### src/rtl/alu_issue_ctrl.sv
// Request front end for the two-stage pipelined ALU: issues tagged ops, tracks them
// in a latency-matched tag pipeline and returns results through a credit-protected FIFO.
module alu_issue_ctrl #(
  parameter int WIDTH      = 6,
  parameter int TAG_W      = 4,
  parameter int RESP_DEPTH = 4
) (
  input  logic             clk,
  input  logic             rst,
  input  logic             req_vld,
  output logic             req_rdy,
  input  logic [1:0]       req_op,
  input  logic [WIDTH-1:0] req_a,
  input  logic [WIDTH-1:0] req_b,
  input  logic [TAG_W-1:0] req_tag,
  output logic [1:0]       alu_op,
  output logic [WIDTH-1:0] alu_a,
  output logic [WIDTH-1:0] alu_b,
  output logic             alu_vld,
  input  logic [WIDTH-1:0] alu_out,
  input  logic             alu_out_vld,
  output logic             resp_vld,
  input  logic             resp_rdy,
  output logic [WIDTH-1:0] resp_data,
  output logic [TAG_W-1:0] resp_tag,
  output logic             resp_err,
  output logic             proto_err
);

  localparam int PTR_W = $clog2(RESP_DEPTH);
  localparam int CNT_W = PTR_W + 2;

  typedef struct packed {
    logic [WIDTH-1:0] data;
    logic [TAG_W-1:0] tag;
    logic             err;
  } entry_t;

  // Handshakes: a transfer happens on a clock edge where both valid and ready are
  // high; valid never depends on ready, and req_rdy depends on registered state only.
  logic             accept;
  logic             push;
  logic             pop;
  logic [CNT_W-1:0] committed;

  logic             s1_vld_q, s2_vld_q;
  logic [TAG_W-1:0] s1_tag_q, s2_tag_q;
  logic             s1_err_q, s2_err_q;

  entry_t           mem_q [RESP_DEPTH];
  logic [PTR_W-1:0] wr_ptr_q, rd_ptr_q;
  logic [CNT_W-1:0] count_q, count_d;
  logic             proto_err_q;

  // Every accepted op owns a FIFO slot from issue until its response is popped.
  assign committed = count_q + CNT_W'(s1_vld_q) + CNT_W'(s2_vld_q);
  assign req_rdy   = !rst && (committed < CNT_W'(RESP_DEPTH));
  assign accept    = req_vld && req_rdy;

  assign alu_vld = accept;
  assign alu_a   = req_a;
  assign alu_b   = req_b;
  assign alu_op  = (req_op == 2'd3) ? 2'd0 : req_op;

  assign push = s2_vld_q;
  assign pop  = resp_vld && resp_rdy;

  always_ff @(posedge clk or posedge rst) begin
    if (rst) begin
      s1_vld_q <= 1'b0;
      s1_tag_q <= '0;
      s1_err_q <= 1'b0;
      s2_vld_q <= 1'b0;
      s2_tag_q <= '0;
      s2_err_q <= 1'b0;
    end else begin
      s1_vld_q <= accept;
      s1_tag_q <= req_tag;
      s1_err_q <= (req_op == 2'd3);
      s2_vld_q <= s1_vld_q;
      s2_tag_q <= s1_tag_q;
      s2_err_q <= s1_err_q;
    end
  end

  always_comb begin
    count_d = count_q;
    case ({push, pop})
      2'b10:   count_d = count_q + CNT_W'(1);
      2'b01:   count_d = count_q - CNT_W'(1);
      default: count_d = count_q;
    endcase
  end

  always_ff @(posedge clk or posedge rst) begin
    if (rst) begin
      for (int i = 0; i < RESP_DEPTH; i++) begin
        mem_q[i] <= '0;
      end
      wr_ptr_q <= '0;
      rd_ptr_q <= '0;
      count_q  <= '0;
    end else begin
      if (push) begin
        mem_q[wr_ptr_q] <= '{data: alu_out, tag: s2_tag_q, err: s2_err_q};
        wr_ptr_q        <= wr_ptr_q + PTR_W'(1);
      end
      if (pop) begin
        rd_ptr_q <= rd_ptr_q + PTR_W'(1);
      end
      count_q <= count_d;
    end
  end

  // The ALU's result valid must track the tag pipeline exactly; any slip is latched.
  always_ff @(posedge clk or posedge rst) begin
    if (rst) begin
      proto_err_q <= 1'b0;
    end else if (alu_out_vld != s2_vld_q) begin
      proto_err_q <= 1'b1;
    end
  end

  assign resp_vld  = (count_q != '0);
  assign resp_data = mem_q[rd_ptr_q].data;
  assign resp_tag  = mem_q[rd_ptr_q].tag;
  assign resp_err  = mem_q[rd_ptr_q].err;
  assign proto_err = proto_err_q;

endmodule

### config.mk
export PLATFORM = sky130hd
export DESIGN_NAME = alu_issue_ctrl
export DESIGN_NICKNAME = d
export VERILOG_FILES = /design/src/rtl/alu_issue_ctrl.sv
export SDC_FILE = /design/constraint.sdc
export NUM_CORES = 1
export LEC_CHECK = 0
export ABC_AREA = 1
export CAP_MARGIN = 20
export CORE_MARGIN = 4
export CORE_UTILIZATION = 30
export CTS_BUF_LIST = sky130_fd_sc_hd__clkbuf_4 sky130_fd_sc_hd__clkbuf_8
export DETAILED_ROUTE_END_ITERATION = 12
export PLACE_DENSITY_LB_ADDON = 0.1
export SLEW_MARGIN = 20
export SYNTH_ARGS = -nofsm -noshare
export SYNTH_HDL_FRONTEND = slang
export SYNTH_SLANG_ARGS = --single-unit
### constraint.sdc
create_clock -name clk -period 3.8 [get_ports clk]
set_input_delay 0.76 -clock clk [delete_from_list [all_inputs] [get_ports clk]]
set_output_delay 0.76 -clock clk [all_outputs]
set_load 0.02 [all_outputs]
==> results of run 1 <==
cell type report:
| class | instances | area [µm²] |
|---|---|---|
| Fill cell | 983 | 5890 |
| Sequential cell | 65 | 1630 |
| Multi-Input combinational cell | 200 | 997 |
| Timing Repair Buffer | 35 | 345 |
| Tap cell | 129 | 161 |
| Clock buffer | 10 | 131 |
| Inverter | 29 | 109 |
| Clock inverter | 6 | 68.8 |
per-layer routing:
metal	part of all wire [%]	wire, µm	up-vias	GRT usage, %
met5	0	0	-	0
met4	1.7	102	0	4.35
met3	5.2	313	10	4.55
met2	43	2630	38	17.3
met1	50	3020	975	15.5
li1	-	-	1063	-
through the flow:
step	worst slack [ns]	power [mW]	util (%)	hold WS, ns	area, µm²
floorplan	0.360	1.95	-	0.331	2900
global placement	0.962	2.36	34.7	0.332	3240
detailed placement	0.964	2.37	34.7	0.335	3240
CTS	0.709	2.98	36.9	0.353	3440
global route	0.529	3.20	36.9	0.358	3440
finish	0.742	2.93	36.9	0.351	3440
worst paths after layout:
| check | startpoint | end | slack (ns) | cells after the start |
|---|---|---|---|---|
| hold / removal | s1_tag_q[1] | s2_tag_q[1] | 0.35 | 0 |
| max in group asynchronous | rst | mem_q[33] | 2.22 | 3 |
| hold reg to reg | s1_tag_q[1] | s2_tag_q[1] | 0.35 | 0 |
| min in group asynchronous | rst | s1_tag_q[1] | 1.02 | 3 |
| setup reg to reg | count_q[0] | count_q[2] | 1.80 | 11 |
| setup / recovery | rd_ptr_q[0] | resp_tag[3] | 0.74 | 4 |
kinds of logic after synthesis:
family / synth area share (%)
buf+inv: 9.49
compound gates: 15.3
fa+ha+maj: 3.45
flops: 56.1
simple gates: 14.1
xor+xnor: 1.51
synthesized netlist by cell type (all sizes together):
library cell  count  area (µm²)
nand3             4        25.0
a21oi             3        15.0
clkbuf            5        23.8
xnor2             2        17.5
buf              22         143
o22ai            11        68.8
o21ai            72         360
ha                8         100
inv              29         109
nand2            64         248
xor2              3        26.3
dfrtp            65        1630
nor2             33         136
registers in the layout (all words and copies together), names as in the netlist, 2 cells and up:
register	count
mem_q	44
rd_ptr_q	2
wr_ptr_q	2
s1_tag_q	4
count_q	4
s2_tag_q	4
worst max-delay path, delay by kind of cell, from the launching register on:
family / cells / cell delay, ns
AO/OA/AOI/OAI: 1 / 0.26
buffers and inverters: 2 / 1.06
flip-flops: 1 / 0.55
AND/OR/NAND/NOR: 1 / 0.08
report_power, final:
part	total, mW	switching, mW	internal [mW]
Sequential	1.18	0.211	0.967
Combinational	1.17	0.654	0.515
Clock	0.587	0.277	0.311
Total	2.93	1.14	1.79
==> run metrics, run 1 <==
DRT Pass-1 Iters=4; # hold bufs at CTS=0; number of buffers added on ports=33; CP max-delay cell=clkdlybuf4s50_1; fraction of the yosys area taken by sequential cells=a little under three fifths; Root Driver=clkbuf_8; Die W=approximately 110 µm; clk_lat worst skew=0.35 ns; ant diodes=0; # placed instances=roughly 460; Wirelength per Cell=approximately 13 µm; antenna violations before repair=0; Netlist cell types=21; # rows=35; Post-Layout Cell Count=~470; deepest clock path buffer count=2; final worst-path cycle share=80.5%; synthesized net count=about 360; cells after synthesis=approximately 320; gr usage total=11.7%; CP required=3.04 ns; PwrDens=853 nW/µm²; Yosys reg bits=between 60 and 70; CTS Buf Count=9; largest net degree at the start of global routing=66; cts repair resizes=0; GPL Wtd Cong=slightly below 0.7; CTS tree=yes; H-tree level count=3; share of layout cells above drive strength 1=8.12%; worst hold-check path type=reg -> reg; DIE AREA=roughly 11000 µm²; Hold Vio Cnt, Final=0; Static Leak=1.60 nW; Starting Density=31.1%; highest achievable clock rate=327 MHz; fin crit period=between 3 and 4 ns; Total Routed Length=6080 µm; Worst path max stage delay=~0.66 ns; slew margin rel.=between 40% and 50%; most frequent cells in the layout=o21ai_0 (70), dfrtp_1 (65), nand2_1 (61), clkdlybuf4s50_1 (33), nor2_1 (30); CP Launch Type=register; crit path kind=reg -> out; Synthesis Warnings=0; Max-Cap Viols=0; status=finished, final reports clean; number of vias after detailed routing=roughly 2100; Layout Skew=~0.012 ns; core region area=~9300 µm²; fin nets=around 380; Die H=between 100 and 150 µm; crit path DAT=2.30 ns; crit-path max FO=23; Top Ports=just under 60; commonest non-fill, non-tap cell in the layout=o21ai_0; Mapped Area=2900 µm²; pins over their slew limit=0; maximum VDD drop=0.311 mV; Critical Path, Cell by Cell=inv_2 -> nor2_1 -> o22ai_1 -> clkdlybuf4s50_1; 1st-iter DRT viols=between 80 and 90; total gr overflow=0; Synth-to-Final Area Change=18.6%; # DRC=0; setup TNS=0 ns; setup bufs post-CTS=0; Tightest Pin Transition=0.833 ns; endpoint type of the worst setup path=output pin; Setup violations, final=0; CTS Sinks=65; hpwl dp=3880 µm; vias in the first global route=roughly 2000; Avg Synthesized Cell Area=approximately 9 µm²; RSZ-0062 raised after global routing=false; antenna viol nets, final=0; clk slew on worst S/H paths=roughly 0.070 ns; vias per cell=~4.4; first-pass GRT wire length=10300 µm
Power figures use the tool's default switching activity.
==> run 2, diff against run 1 <==
Clock period 3.8 ns to 2.8 ns, I/O delays scaled along.
==> run 2 against run 1 <==
  * Clock skew shrank 0.0031 ns
  * Non-clock buffer count grew 4
  * Sequential share of layout area shrank 0.63 points
  * Utilization increased by 0.50 points
  * Register-to-register slack worse by 0.99 ns
  * Critical path depth stayed put
  * Routed wire length up 2.4%
  * Flip-flop and latch count unchanged
  * Critical endpoint is now resp_tag[2]
  * Largest cell class unchanged
  * Highest routed layer unchanged
==> run metrics, run 2 (same netlist as run 1, synthesis figures left out) <==
status=finished, final reports clean; CP required=about 2.2 ns; Largest Register=mem_q; CP max-delay cell=clkdlybuf4s50_1; CTS tree=yes; clk slew on worst S/H paths=0.07 ns; H-tree level count=3; fin nets=381; # DRC=0; CP Launch Type=register; Static Leak=between 1.5 and 2 nW; Root Driver=clkbuf_8; share of layout cells above drive strength 1=a little under a tenth; Starting Density=31.1%; endpoint type of the worst setup path=output pin; PwrDens=1180 nW/µm²; Tightest Pin Transition=between 0.8 and 0.9 ns; family with the most delay on the worst path=buffers and inverters; vias per cell=between 4 and 5; largest net degree at the start of global routing=66; number of buffers and inverters on the critical path=2; # rows=35; crit path kind=reg -> out; gr usage total=around 12%; final worst-path cycle share=94.4%; setup TNS=0 ns; 1st-iter DRT viols=84; pins over their slew limit=0; highest achievable clock rate=roughly 380 MHz; Worst path max stage delay=0.65 ns; Top Ports=between 50 and 60; Max-Cap Viols=0; clk_lat worst skew=roughly 0.34 ns; CTS Buf Count=9; slew margin rel.=between 40% and 50%; crit-path max FO=18; RSZ-0062 raised after global routing=false; Hold Vio Cnt, Final=0; number of vias after detailed routing=roughly 2100; antenna viol nets, final=0; Total Routed Length=6220 µm; antenna violations before repair=0; GPL Wtd Cong=between 0.7 and 0.8; first-pass GRT wire length=10600 µm; Wirelength per Cell=~13 µm; CTS Sinks=65; Synth-to-Final Area Change=20.2%; ant diodes=0; number of buffers added on ports=33; deepest clock path buffer count=2; Layout Skew=0.00908 ns; Critical Path, Cell by Cell=buf_4 -> o21ai_0 -> o22ai_1 -> clkdlybuf4s50_1; Die H=roughly 110 µm; core region area=roughly 9300 µm²; # hold bufs at CTS=0; crit path DAT=roughly 2.1 ns; hpwl dp=about 4000 µm; commonest non-fill, non-tap cell in the layout=o21ai_0; Die W=~110 µm; total gr overflow=0; Setup violations, final=0; most frequent cells in the layout=o21ai_0 (70), dfrtp_1 (65), nand2_1 (61), clkdlybuf4s50_1 (31), nor2_1 (30); DRT Pass-1 Iters=4; final core utilization=between 30% and 40%; Largest register FFs=44; worst hold-check path type=reg -> reg; fin crit period=about 2.6 ns; maximum VDD drop=between 0.3 and 0.4 mV; DIE AREA=11300 µm²; vias in the first global route=2097
==> run 2: changes by cell type in the layout (fill, tap and decap cells not counted), sizes merged <==
cell and change:
dlygate4sd2 +1, clkinvlp -2, bufinv +1, buf +4, inv -1, clkinv +3
clkdlybuf4s50 -2
==> run 2: metrics by stage <==
stage	setup slack (ns)	area, µm²	hold slack, ns	cells	power [mW]
4_1_cts	0.109	3490	0.354	478	4.17
5_1_grt	0.000630	3490	0.356	478	4.45
3_5_place_dp	0.213	3270	0.336	462	3.28
2_1_floorplan	0.362	2900	0.331	321	2.65
6_report	0.158	3490	0.351	478	4.10
3_3_place_gp	0.275	3270	0.332	462	3.26
==> run 2: cell type report <==
cell class	instances	area, µm²
multi-input cells	200	997
flip-flops and latches	65	1630
inverters	29	113
fillers	971	5840
well taps	129	161
clock buffers	9	124
clock inverters	7	95.1
repair buffers	39	369
==> run 2: metal layers <==
metal | vias up | share of wire, % | global-route usage (%) | wire (µm)
li1 | 1072 | - | - | -
met2 | 46 | 45 | 19.0 | 2820
met5 | - | 0 | 0 | 0
met4 | 0 | 1.2 | 3.61 | 72
met1 | 987 | 48 | 15.2 | 2970
met3 | 10 | 5.7 | 4.86 | 355
==> run 2: path summary, 6_finish.rpt <==
| kind | startpoint | endpoint | slack (ns) | cells after the start |
|---|---|---|---|---|
| max | rd_ptr_q[0] | resp_tag[2] | 0.16 | 4 |
| min | s1_tag_q[3] | s2_tag_q[3] | 0.35 | 0 |
| max reg2reg | count_q[0] | count_q[2] | 0.81 | 11 |
| min reg2reg | s1_tag_q[3] | s2_tag_q[3] | 0.35 | 0 |
| max in group asynchronous | rst | mem_q[0] | 1.38 | 3 |
| min in group asynchronous | rst | mem_q[9] | 0.88 | 3 |
==> run 2: timing repair <==
item / in CTS / in global routing
buffers inserted: 0 / 0
resized for setup: 2 / 2
pin swaps: 0 / 0
setup endpoints to repair: 2 / 1
gates cloned: 0 / 0
==> run 2: where the power goes <==
group	internal, mW	switching (mW)	total (mW)
logic	0.733	0.952	1.68
registers	1.31	0.234	1.55
clock network	0.501	0.368	0.869
==> edit 1, RTL diff (settings of run 2) <==
Reset style: synchronous (`rst`), changed in 3 clocked blocks.
--- a/src/rtl/alu_issue_ctrl.sv
+++ b/src/rtl/alu_issue_ctrl.sv
@@ -66,5 +66,5 @@
   assign pop  = resp_vld && resp_rdy;
 
-  always_ff @(posedge clk or posedge rst) begin
+  always_ff @(posedge clk) begin
     if (rst) begin
       s1_vld_q <= 1'b0;
@@ -93,5 +93,5 @@
   end
 
-  always_ff @(posedge clk or posedge rst) begin
+  always_ff @(posedge clk) begin
     if (rst) begin
       for (int i = 0; i < RESP_DEPTH; i++) begin
@@ -114,5 +114,5 @@
 
   // The ALU's result valid must track the tag pipeline exactly; any slip is latched.
-  always_ff @(posedge clk or posedge rst) begin
+  always_ff @(posedge clk) begin
     if (rst) begin
       proto_err_q <= 1'b0;
Check against the original RTL: differs if rst is asserted again (counterexample within 4 cycles, from zero or initial values and one cycle with rst high); with rst held inactive, the same outputs for 10 cycles.
==> edit 1 against run 2 <==
Sequential cell count rose by 2; setup slack improved by 0.069 ns; cell count rose by 1.9%; power fell by 30%; count of clock-buffer cells in the layout rose by 4; design area rose by 5.5%; synthesized cell count fell by 0.93%; fmax rose by 2.7%; synthesized area rose by 5.4%; clock skew fell by 0.0024 ns; first-iteration DRC count fell by 31%; routed wire length rose by 0.80%; critical endpoint is now resp_err; highest routed layer unchanged.
==> edit 1: results (changes against run 2) <==
Resized cells post-CTS 1 (was 2); largest net degree at the start of global routing 23 (was 66); number of global-route vias before repair 2009 (was 2097); syn nets 351 (was 358); DRT iter0 DRCs 58 (was 84); count of multi-input gates 171 (was 200); Post-Syn Area 0.00306 mm2 (was 0.00290 mm2); met3 Use GR 3.26% (was 4.86%); clock sink total 67 (was 65); Post-synth top flop edfxtp_1 (was dfrtp_1); first-pass GRT wire length 10.1 mm (was 10.6 mm); worst vdd ir 301 uV (was 378 uV); post-synth cell types 28 (was 21); Area after DPL 0.00349 mm2 (was 0.00327 mm2); Synth Area in XOR/XNOR 0.860% (was 1.51%); Post-Place Setup Slack 0.288 ns (was 0.213 ns); worst endpoint data arrival time 2.01 ns (was 2.08 ns); Pint 0.00192 W (was 0.00255 W); wire length on met2 3.02 mm (was 2.82 mm); Slew @ Worst Pin 0.482 ns (was 0.830 ns); Non-clock buffers, area share 11.8% (was 10.6%); status finished clean (unchanged); Worst Path Max Fanout 11 (was 18); Finished Layout Cells 487 (was 478); Reg power frac 41.8% (was 37.7%); via count 2013 (was 2115); Nets 382 (was 381); fraction of area in multi-input gates 24.5% (was 28.6%); adder-cell area share of the yosys netlist 1.64% (was 3.45%); filler instances 1026 (was 971); Routed WL per cell 12.9 um (was 13.0 um); Cells after DPL 471 (was 462); proportion of layout cells with a drive suffix above 1 16.7% (was 9.46%); Mean Syn Cell Area 9.61 um2 (was 9.03 um2); Seq/total area 48.5% (was 46.7%); gr usage total 11.6% (was 12.0%); Synth area leaders edfxtp_1, dfxtp_1, nor2_1 (was dfrtp_1, o21ai_0, nand2_1); dpl hpwl 4.01 mm (was 4.02 mm); final RePlAce weighted congestion 0.675 (was 0.702); Multi-input gate area 902 um2 (was 997 um2); met1 usage 14.2% (was 15.2%); # clk buffers 13 (was 9)
==> edit 1: changes by cell type after synthesis, moves of 8 or more <==
cell / before / now
edfxtp_1: 0 / 44
nand2_1: 61 / 13
nor2_4: 1 / 9
dfrtp_1: 65 / 0
nor2_1: 30 / 75
dfxtp_1: 0 / 23
buf_2: 9 / 1
inv_2: 2 / 13
clkbuf_1: 1 / 9
o21ai_0: 70 / 31
inv_1: 27 / 42
==> edit 1: worst paths after layout <==
check,from,cells past startpoint,slack (ns),endpoint
worst min register to register,s1_err_q$_SDFF_PP0_,2,0.40,s2_err_q$_SDFF_PP0_
worst max register to register,count_q[0]$_SDFFE_PP0P_,12,0.89,count_q[2]$_SDFFE_PP0P_
worst max-delay path,flop,4,0.23,resp_err
worst min-delay path,s1_err_q$_SDFF_PP0_,2,0.40,s2_err_q$_SDFF_PP0_
==> edit 1: worst max-delay path: stages (launching register included) <==
cell,delay (ns)
dfxtp_1,0.53
clkinvlp_4,0.34
o21ai_0,0.17
o22ai_1,0.10
clkdlybuf4s50_1,0.54
==> edit 2, RTL diff (config.mk and constraints of run 2) <==
Without the edit above. The parameter `WIDTH` goes from 6 to 3.
--- a/src/rtl/alu_issue_ctrl.sv
+++ b/src/rtl/alu_issue_ctrl.sv
@@ -2,5 +2,5 @@
 // in a latency-matched tag pipeline and returns results through a credit-protected FIFO.
 module alu_issue_ctrl #(
-  parameter int WIDTH      = 6,
+  parameter int WIDTH      = 3,
   parameter int TAG_W      = 4,
   parameter int RESP_DEPTH = 4
Interface: changed (6 resized); port bits go from 58 to 40. The function was not compared with the original's and may differ.
==> edit 2 against run 2 <==
Worst hold slack worse by 0.0039 ns; via count is 22% lower; clock skew is 0.0023 ns lower; power is 26% lower; critical path depth is 3 higher; largest power group unchanged; routed wire length is 23% lower; synthesized area is 17% lower; design area is 19% lower; setup slack better by 0.0092 ns; sequential cell count is 12 lower; global-route usage is 1.1 points lower.
==> edit 2: results (changes against run 2) <==
max reg flops 32 (was 44); status finished clean (unchanged); Post-CTS Repair Setup Buffers 0 (unchanged); DR DRC count 0 (unchanged); CTS Buf Count 5 (was 9); H-tree Lvls 2 (was 3); Worst Path Max Fanout 5 (was 18); Worst Skew 0.00677 ns (was 0.00908 ns); iteration count of the initial detailed-routing pass 4 (unchanged); Leakage Power 1.38 nW (was 1.64 nW); via count 1657 (was 2115); proportion of layout cells with a drive suffix above 1 9.64% (was 9.46%); Bufs on Longest Clock Path 2 (unchanged); ys async rst share 100% (unchanged); root buf cell clkbuf_8 (unchanged); final RePlAce weighted congestion 0.719 (was 0.702); Commonest cells post-synth dfrtp_1, nand2_1, o21ai_0 (was o21ai_0, dfrtp_1, nand2_1); Compound-Gate Fraction of Synth Area 14.0% (was 15.3%); filler instances 848 (was 971); PortBufs 27 (was 33); first-pass GRT wire length 8.46 mm (was 10.6 mm); largest reg by FF count mem_q (unchanged); Pint 0.00186 W (was 0.00255 W); Synth Area in XOR/XNOR 1.82% (was 1.51%); gr usage total 10.9% (was 12.0%); adder-cell area share of the yosys netlist 4.16% (was 3.45%); R2R depth 11 (unchanged); Slew @ Worst Pin 0.676 ns (was 0.830 ns); mux contribution to synthesized area 0% (unchanged); dpl hpwl 3.22 mm (was 4.02 mm); Nets 307 (was 381); Diodes inserted 0 (unchanged); initial antenna violation count 0 (unchanged); DRT iter0 DRCs 76 (was 84); sequential share of the synthesized area 55.2% (was 56.1%); final wirelength 4.79 mm (was 6.22 mm); Hold Crit Class flop to flop (unchanged); Resized cells post-CTS 0 (was 2); Synthesis Warnings 0 (unchanged); syn nets 283 (was 358); Worst-Skew Late Latency 0.30 ns (was 0.34 ns); largest net degree at the start of global routing 54 (was 66); Synth area leaders dfrtp_1, o21ai_0, nand2_1 (unchanged); post-synth cell types 23 (was 21); clock-pin transition on the worst setup and hold timing paths 0.09 ns (was 0.07 ns); worst vdd ir 369 uV (was 378 uV)
## edit 2: cell types whose count changed after synthesis, sizes merged
cell,delta
nor2,-6
inv,-3
o21ai,-18
nand2,-12
o22ai,-3
clkbuf,-4
dfrtp,-12
buf,-8
## edit 2: routing by layer
| layer | routed length [um] | GRT usage [%] | share of wire (%) |
|---|---|---|---|
| met1 | 2370 | 15.1 | 50 |
| met2 | 2160 | 16.9 | 45 |
| met3 | 191 | 2.73 | 4.0 |
| met4 | 66 | 3.19 | 1.4 |
| met5 | 0 | 0 | 0 |
## edit 2: critical path, cell delays in order, from the launching register on
cell             delay, ns
dfrtp_1               0.45
ha_1                  0.29
a21oi_1               0.15
o21ai_0               0.10
nand2_1               0.08
nand2_1               0.06
inv_1                 0.05
clkdlybuf4s50_1       0.59
## edit 2: final timing paths
path                                        startpoint                      to  slack [ns]
min in group asynchronous                          rst   s1_tag_q[0]$_DFF_PP0_        0.77
worst min register to register   s1_tag_q[2]$_DFF_PP0_   s2_tag_q[2]$_DFF_PP0_        0.35
worst max-delay path            count_q[0]$_DFFE_PP0P_                 req_rdy        0.17
worst min-delay path             s1_tag_q[2]$_DFF_PP0_   s2_tag_q[2]$_DFF_PP0_        0.35
worst max register to register  count_q[2]$_DFFE_PP0P_  count_q[2]$_DFFE_PP0P_        0.79
max in group asynchronous                          rst   mem_q[12]$_DFFE_PP0P_        1.57
## edit 2: power groups by stage
stage               sequential [W]  clock, W  combinational, W
CTS                        0.00126  0.000465           0.00137
floorplan                  0.00120         0          0.000991
detailed placement         0.00128         0           0.00137
global route               0.00131  0.000493           0.00152
global placement           0.00128         0           0.00136
finish                     0.00126  0.000446           0.00134
## edit 2: cell families after synthesis
logic type,count (synthesis)
flops,53
simple gates,83
fa+ha+maj,8
xor+xnor,5
compound gates,65
buf+inv,41
## edit 2: area by class of cell
cell class	instances	area, um2	area share (%)
multi-input combinational	161	851	30.3
tap	102	128	4.55
sequential	53	1330	47.3
clock buffer	8	91.3	3.25
timing repair buffer	32	310	11.1
inverter	26	100	3.57
## edit 2: through the flow
stage / cells / cell area [um2] / hold WS, ns / setup WS (ns) / util [%]
floorplan: 255 / 2400 / 0.331 / 0.0279 / -
global placement: 374 / 2710 / 0.332 / 0.397 / 34.9
detailed placement: 374 / 2710 / 0.336 / 0.384 / 34.9
CTS: 382 / 2800 / 0.355 / 0.0435 / 36.1
global route: 382 / 2810 / 0.366 / 0.0218 / 36.1
finish: 382 / 2810 / 0.347 / 0.167 / 36.1
